`config.mk`:
```
export PLATFORM = sky130hd
export DESIGN_NAME = counter_sequencer
export DESIGN_NICKNAME = d
export VERILOG_FILES = /design/src/rtl/counter_seq_pkg.sv /design/src/rtl/count_core.sv /design/src/rtl/counter_sequencer.sv
export SDC_FILE = /design/constraint.sdc
export NUM_CORES = 1
export LEC_CHECK = 0
export CAP_MARGIN = 20
export CORE_AREA = 2 2 68 70
export DETAILED_ROUTE_END_ITERATION = 16
export DIE_AREA = 0 0 70 72
export SLEW_MARGIN = 40
export SYNTH_ARGS = -nofsm -noshare
export SYNTH_HDL_FRONTEND = slang
export SYNTH_HIERARCHICAL = 1
export SYNTH_SLANG_ARGS = --single-unit
```
`constraint.sdc`:
```
create_clock -name clk -period 2.88 [get_ports clk]
set_clock_uncertainty 0.1 [all_clocks]
set_input_delay 0.432 -clock clk [delete_from_list [all_inputs] [get_ports clk]]
set_output_delay 0.432 -clock clk [all_outputs]
set_load 0.03 [all_outputs]
```
`src/rtl/counter_seq_pkg.sv`:
```
// Shared types and default sizing for the counter sequencer block.
// Holds the sequencer state enum and the default counter/pass-count widths.
package counter_seq_pkg;

  localparam int DEFAULT_WIDTH = 3;
  localparam int DEFAULT_LOOPW = 4;

  typedef enum logic [1:0] {
    ST_IDLE  = 2'd0,
    ST_RUN   = 2'd1,
    ST_PAUSE = 2'd2,
    ST_DONE  = 2'd3
  } state_t;

endpackage

```
`src/rtl/count_core.sv`:
```
// WIDTH-bit count register with load/step/clear/hold controls.
// qb is registered from the same next value as q, so it always equals ~q.
module count_core
  import counter_seq_pkg::*;
#(
  parameter int WIDTH = DEFAULT_WIDTH
) (
  input  logic             clk,
  input  logic             reset,
  input  logic             clear,
  input  logic             load,
  input  logic [WIDTH-1:0] load_value,
  input  logic             hold,
  input  logic             step_up,
  input  logic             step_down,
  output logic [WIDTH-1:0] q,
  output logic [WIDTH-1:0] qb
);

  logic [WIDTH-1:0] next_q;

  // Clear wins over load, load over hold, and hold over any step request.
  always_comb begin
    next_q = q;
    if (clear)          next_q = '0;
    else if (load)      next_q = load_value;
    else if (hold)      next_q = q;
    else if (step_up)   next_q = q + 1'b1;
    else if (step_down) next_q = q - 1'b1;
  end

  always_ff @(posedge clk) begin
    if (reset) begin
      q  <= '0;
      qb <= '1;
    end else begin
      q  <= next_q;
      qb <= ~next_q;
    end
  end

endmodule

```
`src/rtl/counter_sequencer.sv`:
```
// Bounded up/down counter sequencer: runs lo..hi (or hi..lo) for a number of
// passes, with pause, abort, wrap/done/err pulses and a synchronous reset.
module counter_sequencer
  import counter_seq_pkg::*;
#(
  parameter int WIDTH = DEFAULT_WIDTH,
  parameter int LOOPW = DEFAULT_LOOPW
) (
  input  logic             clk,
  input  logic             reset,
  input  logic             start,
  input  logic             pause,
  input  logic             abort,
  input  logic             dir,
  input  logic [WIDTH-1:0] lo,
  input  logic [WIDTH-1:0] hi,
  input  logic [LOOPW-1:0] loops,
  output logic [WIDTH-1:0] q,
  output logic [WIDTH-1:0] qb,
  output logic             busy,
  output logic             done,
  output logic             wrap,
  output logic             err
);

  state_t state, state_next;

  logic             dir_r;
  logic [WIDTH-1:0] lo_r, hi_r;
  logic [LOOPW-1:0] loops_r, passes, passes_inc;
  logic [WIDTH-1:0] start_val, end_val, load_value;
  logic             start_ok, start_bad, at_end, last_pass;
  logic             accept, reload;
  logic             core_clear, core_load, core_hold, core_up, core_down;

  assign start_ok   = start && (lo <= hi);
  assign start_bad  = start && (lo > hi);
  assign start_val  = dir_r ? lo_r : hi_r;
  assign end_val    = dir_r ? hi_r : lo_r;
  assign at_end     = (q == end_val);
  assign passes_inc = passes + 1'b1;
  // Free-run (loops==0) never finishes, so the pass counter may wrap freely.
  assign last_pass  = (loops_r != '0) && (passes_inc == loops_r);

  always_ff @(posedge clk) begin
    if (reset) state <= ST_IDLE;
    else       state <= state_next;
  end

  always_comb begin
    state_next = state;
    unique case (state)
      ST_IDLE:  if (start_ok) state_next = ST_RUN;
      ST_RUN: begin
        if (abort)                    state_next = ST_IDLE;
        else if (pause)               state_next = ST_PAUSE;
        else if (at_end && last_pass) state_next = ST_DONE;
      end
      ST_PAUSE: begin
        if (abort)       state_next = ST_IDLE;
        else if (!pause) state_next = ST_RUN;
      end
      ST_DONE:  state_next = ST_IDLE;
      default:  state_next = ST_IDLE;
    endcase
  end

  always_comb begin
    busy       = (state != ST_IDLE);
    done       = (state == ST_DONE);
    accept     = 1'b0;
    reload     = 1'b0;
    core_clear = 1'b0;
    core_load  = 1'b0;
    core_hold  = 1'b0;
    core_up    = 1'b0;
    core_down  = 1'b0;
    load_value = start_val;
    unique case (state)
      ST_IDLE: begin
        if (start_ok) begin
          accept     = 1'b1;
          core_load  = 1'b1;
          load_value = dir ? lo : hi;
        end else begin
          core_hold = 1'b1;
        end
      end
      ST_RUN: begin
        if (abort)      core_clear = 1'b1;
        else if (pause) core_hold  = 1'b1;
        else if (at_end) begin
          if (last_pass) core_hold = 1'b1;
          else begin
            reload    = 1'b1;
            core_load = 1'b1;
          end
        end else begin
          core_up   = dir_r;
          core_down = !dir_r;
        end
      end
      ST_PAUSE: begin
        if (abort) core_clear = 1'b1;
        else       core_hold  = 1'b1;
      end
      ST_DONE:  core_hold = 1'b1;
      default:  core_hold = 1'b1;
    endcase
  end

  // Config latches, pass counter and the registered wrap/err pulses.
  always_ff @(posedge clk) begin
    if (reset) begin
      dir_r   <= 1'b0;
      lo_r    <= '0;
      hi_r    <= '0;
      loops_r <= '0;
      passes  <= '0;
      wrap    <= 1'b0;
      err     <= 1'b0;
    end else begin
      wrap <= reload;
      err  <= (state == ST_IDLE) && start_bad;
      if (accept) begin
        dir_r   <= dir;
        lo_r    <= lo;
        hi_r    <= hi;
        loops_r <= loops;
        passes  <= '0;
      end else if (reload) begin
        passes <= passes_inc;
      end
    end
  end

  count_core #(.WIDTH(WIDTH)) u_core (
    .clk        (clk),
    .reset      (reset),
    .clear      (core_clear),
    .load       (core_load),
    .load_value (load_value),
    .hold       (core_hold),
    .step_up    (core_up),
    .step_down  (core_down),
    .q          (q),
    .qb         (qb)
  );

endmodule

```
Yosys cells after proc, flatten, opt, wreduce, memory -nomap -nowiden. Index checks and enable logic that the tools add are counted.

Add/subtract/negate cells: 3. Order comparisons: 2. Eq/ne operators: 8. Mux-type cells: 42. Bitwise operators: 1. Reductions and logical operators: 12.

Operator list (number): 2-to-1 mux 3 bit (10); 2-to-1 mux 1 bit (23); 2-to-1 mux 2 bit (6); case mux 2 bit (4 select lines) (1); logical AND 1 bit (5); adder 4 x 1 -> 4 bit (second input constant) (1); equality test 2 bit (second input constant) (2); equality test 4 bit (1); inequality test 4 bit (second input constant) (1); case mux 1 bit (4 select lines) (1); nonzero test 4 bit (1); OR reduction 2 bit (2); adder 3 x 1 -> 3 bit (second input constant) (1); equality test 3 bit (1); > comparator 3 bit (1); less-or-equal comparator 3 bit (1); inequality test 3 bit (second input constant) (1); inverter 3 bit (1); AND reduction 3 bit (1); subtractor 3 x 1 -> 3 bit (second input constant) (1); equality test 2 x 1 -> 1 bit (second input constant) (1); zero test 2 bit (1); inequality test 2 bit (second input constant) (1); case mux 1 bit (2 select lines) (1); other kinds (2) (2).

Register bits after elaboration: 25. Input port bits: 16. Output and inout bits: 10.

Depth between registers and ports, before layout. Gate-level depths: netlist of the first run.

Word-level depth: 12. Mapped depth: 10.

Modules after synthesis. The synthesis of the first run kept the hierarchy.

By module, submodules not included: counter_sequencer (instances 1, cells an instance 162, area an instance 1341.3 um^2, sequential area each 380.4 um^2); count_core (instances 1, cells an instance 33, area an instance 322.8 um^2, sequential area each 120.1 um^2).

Least setup slack after synthesis of the first run. No wires, ideal clock.

Path type: input-to-reg. Start: in hi[1]. End: reg u_core.q[2]. Arrival time: 2.334 ns. Required time: 2.658 ns. Slack: 0.324 ns. Cell stages on the path: 10. Path buffers: 0. Cell sequence: inv_1 ha_1 nor2b_1 o21a_1 o21a_1 nor2_1 a221oi_1 nand4bb_1 and3_4 o311a_1.

Longest elaborated chain between the ends: 7. Elaborated cells between the ends (all ways): 11.

RTL lines: start: declaration (RTL line counter_sequencer.sv:16) `input logic [WIDTH-1:0] hi,`; less-or-equal comparator 3 bit (RTL line counter_sequencer.sv:36) `assign start_ok = start && (lo <= hi);`; logical AND 1 bit (RTL line counter_sequencer.sv:36); 2-to-1 mux 1 bit (RTL line counter_sequencer.sv:81) `if (start_ok) begin`; case mux 1 bit (4 select lines) (RTL line counter_sequencer.sv:79) `unique case (state)`; net core_hold (RTL line counter_sequencer.sv:34) `logic core_clear, core_load, core_hold, core_up, core_down;`; 2-to-1 mux 3 bit (RTL line count_core.sv:27) `else if (hold) next_q = q;`; 2-to-1 mux 3 bit (RTL line count_core.sv:26) `else if (load) next_q = load_value;`; 2-to-1 mux 3 bit (RTL line count_core.sv:25) `if (clear) next_q = '0;`; end signal: assignment (RTL line count_core.sv:37) `q <= next_q;`; end: declaration (RTL line count_core.sv:16) `output logic [WIDTH-1:0] q,`.

The timed path passes the listed nets, and every way through them passes these cells. A chain may end at the register's enable or synchronous reset.

Final worst setup path of the first run. Ends and elaborated chain as after synthesis.

==> results.py, run 1 <==
metrics = {
    "yosys": {
        "yosysSeqAreaShare": 0.3008,
        "syn_inst": 195,
        "netlist_area_um2": 1664,
        "synth_fp_nets": 221,
        "synth-seq-cells": 25,
        "yosysUniqueCellTypes": 45,
        "syn_avg_cell_area_um2": 8.534,
        "ys_top_cells_by_area": "dfxtp_1 30%, mux2i_1 9.6%, ha_1 7.5%, o21ai_0 6.9%, a21oi_1 3.9%",
        "synth_edf_count": 0,
        "synth_flop_cell": "dfxtp_1",
        "synth_top_area_cell": "dfxtp_1",
        "yosysWarnings": 6,
        "async_flop_share": 0,
        "yosysTopAreaCellShare": 0.3008,
    },
    "timing": {
        "fin_hold_ws_ps": 395.5,
        "fin_crit_sh": 0.9363,
        "fmax_ghz": 0.3708,
        "period_minus_slack_ps": 2697,
        "tightest_slew_ps": 417.7,
        "rsz0062_at_grt": "false",
        "fin_tns_setup_ps": 0,
        "drv_slew": 0,
        "slew_headroom": 0.7215,
        "hold_viol_final": 0,
        "setup_viol": 0,
    },
    "setup_path": {
        "critPathMaxFanout": 3,
        "slowest_delay_ps": 490,
        "crit_buf_inv": 2,
        "critPathTopFamily": "compound AO/OA/AOI/OAI gates",
        "critPathLaunch": "hi[1]",
        "rrSetupSlack_ps": 280,
        "worstSetupPathType": "primary input to flip-flop",
        "required_ps": 2940,
        "path_cells": "clkdlybuf4s50_1, inv_1, ha_1, nor2b_1, o21a_1, o21a_1, nor2_1, a221oi_1, nand4bb_1, and3_4, o311a_1",
        "r2r-start": "dir_r",
        "crit_path_end_kind": "flip-flop",
        "cp-start-kind": "primary input",
        "crit_arrival_ps": 2760,
        "cpMaxStageDelayCell": "clkdlybuf4s50_1",
        "cpMostUsedCell": "o21a_1",
    },
    "route": {
        "avgViaCountPerCell": 5.296,
        "drc_errors": 0,
        "ant_nets": 0,
        "wirelength_um": 3795,
        "drt_iter0_markers": 71,
        "dr.pass1.iters": 4,
        "wire_per_inst_um": 13.36,
        "vias": 1504,
    },
    "final_layout": {
        "final_cells": 284,
        "diodes": 0,
        "drive_gt1_frac": 0.1422,
        "layout_common_cells": "25 x clkdlybuf4s50_1, 24 x dfxtp_1, 23 x o21ai_0",
        "regArea_um2": 501.7,
        "final_util": 0.4956,
        "multi_input_area_um2": 1085,
        "final_nets": 259,
        "syn_to_final_growth_pct": 26.99,
        "final_common_cell": "clkdlybuf4s50_1",
        "fillers": 448,
    },
    "place": {
        "port_buffers": 25,
        "dp_cells": 280,
        "finalWeightedCongestion": 0.8320,
        "dp_hpwl_um": 2915,
    },
    "power_and_ir_drop": {
        "ir_worst_vdd_uv": 345.1,
        "power_density_nw_per_um2": 501.5,
        "total_power_mw": 1.060,
        "p_leak_nw": 0.8254,
    },
    "clocking": {
        "clkLatencyLatePin_ps": 270,
        "clk_pin_slew_ps": 90,
        "cts_max_path_buffers": 2,
        "cts_tree": "built",
        "cts.sink_count": 25,
        "h-tree-depth": 1,
        "clock-root-buffer": "clkbuf_8",
        "numCtsBuffers": 3,
    },
    "die": {
        "die-area_um2": 5040,
        "design.core.area_um2": 4264,
        "dieHeight_um": 72,
        "initial_utilization": 0.3903,
        "rows": 24,
        "die_w_um": 70,
        "pin_count": 26,
    },
    "global_routing": {
        "grt_use_total": 0.1621,
        "grt_pass1_vias": 1409,
        "antenna_found_initial": 0,
        "grt_pass1_wl_um": 6699,
        "grt_max_degree": 24,
        "overflow": 0,
    },
    "job": {
        "max_cap_viol_count": 0,
    },
    "worst_hold_path": {
        "hold_start": "hi_r[2]",
        "hp-class": "flip-flop to flip-flop",
    },
    "run_status": {
        "status": "completed",
    },
}
==> stage by stage <==
stage,cell area (um2),setup slack (ps)
global route,2113,1.452
floorplan,1664,324.0
CTS,2112,144.0
global placement,2066,-28.01
finish,2113,183.4
detailed placement,2066,-83.29
==> synth_stat cells (all sizes together), types with 2 or more instances <==
cell and number:
xnor2 4, nand2b 3, mux2i 16, nand3 14, o211ai 3, nor2 12
dfxtp 25, a21oi 13, nand2 2, and3 2, inv 10, a211oi 3
nor3 6, o21a 2, xor2 5, mux2 2, o21bai 2, ha 10
nor2b 8, clkbuf 8, nand3b 2, o21ai 24, and2 2
==> per-layer routing <==
metal  vias up  global-route usage  part of all wire
met5         -                   0                 0
met4         0             0.03205            0.0076
met3         2             0.03056             0.033
met2        30              0.2709              0.45
met1       693              0.2212              0.51
li1        779                   -                 -
==> cell type report <==
| cell class | count | share of cell area |
|---|---|---|
| Tap cell | 52 | 0.03079 |
| Clock inverter | 1 | 0.002368 |
| Inverter | 10 | 0.01776 |
| Sequential cell | 25 | 0.2374 |
| Multi-Input combinational cell | 151 | 0.5133 |
| Clock buffer | 3 | 0.01954 |
| Timing Repair Buffer | 42 | 0.1788 |
==> logic make-up (layout without fill, tap and decap cells) <==
logic type,count (synthesis),count (layout),share of synthesized area
buffers and inverters,19,56,0.04737
AO/OA/AOI/OAI,57,57,0.2233
XOR/XNOR,9,9,0.04737
AND/OR/NAND/NOR,57,57,0.1962
multiplexers,18,18,0.1098
adder cells (fa/ha/maj),10,10,0.07519
flip-flops,25,25,0.3008
==> sequential cells by signal, summed over array words and instances, names as in the netlist <==
name       flops
loops_r        4
passes         4
hi_r           3
lo_r           3
u_core/q       3
u_core/qb      3
state          2
dir_r          1
err            1
wrap           1
==> worst reg2reg max path, cell delays in order, from the launching register on <==
cell and delay [ps]:
dfxtp_2 470, mux2i_1 300, xor2_1 270, nand3_2 110, nand3b_1 230, a221oi_1 360, buf_4 190, and2b_2 200
o21ai_1 170, a31oi_1 100
==> power by group <==
part | internal [mW] | total [mW] | switching (mW)
Clock | 0.0968 | 0.211 | 0.114
Combinational | 0.205 | 0.437 | 0.233
Sequential | 0.380 | 0.411 | 0.0318
==> final timing paths <==
| path | end | depth (start not counted) |
|---|---|---|
| setup / recovery | u_core/q[2] | 11 |
| hold / removal | hi_r[2] | 2 |
| setup reg to reg | u_core/q[1] | 9 |
| hold reg to reg | hi_r[2] | 2 |
==> timing repair <==
item,in CTS,in global routing
setup buffers,0,0
hold buffers,0,0
endpoints found under the setup margin,0,2
gates resized for setup,0,1
Power figures use the tool's default switching activity.
==> run 2: changes to the inputs <==
HOLD_SLACK_MARGIN = 0.03   (was default)
==> results of run 2 <==
The final DEF is identical to that of run 1; final timing and power are the same.
==> run 3: changes to the inputs <==
HOLD_SLACK_MARGIN = 0.08   (was 0.03)
==> results of run 3 <==
The final DEF is identical to that of run 1; final timing and power are the same.
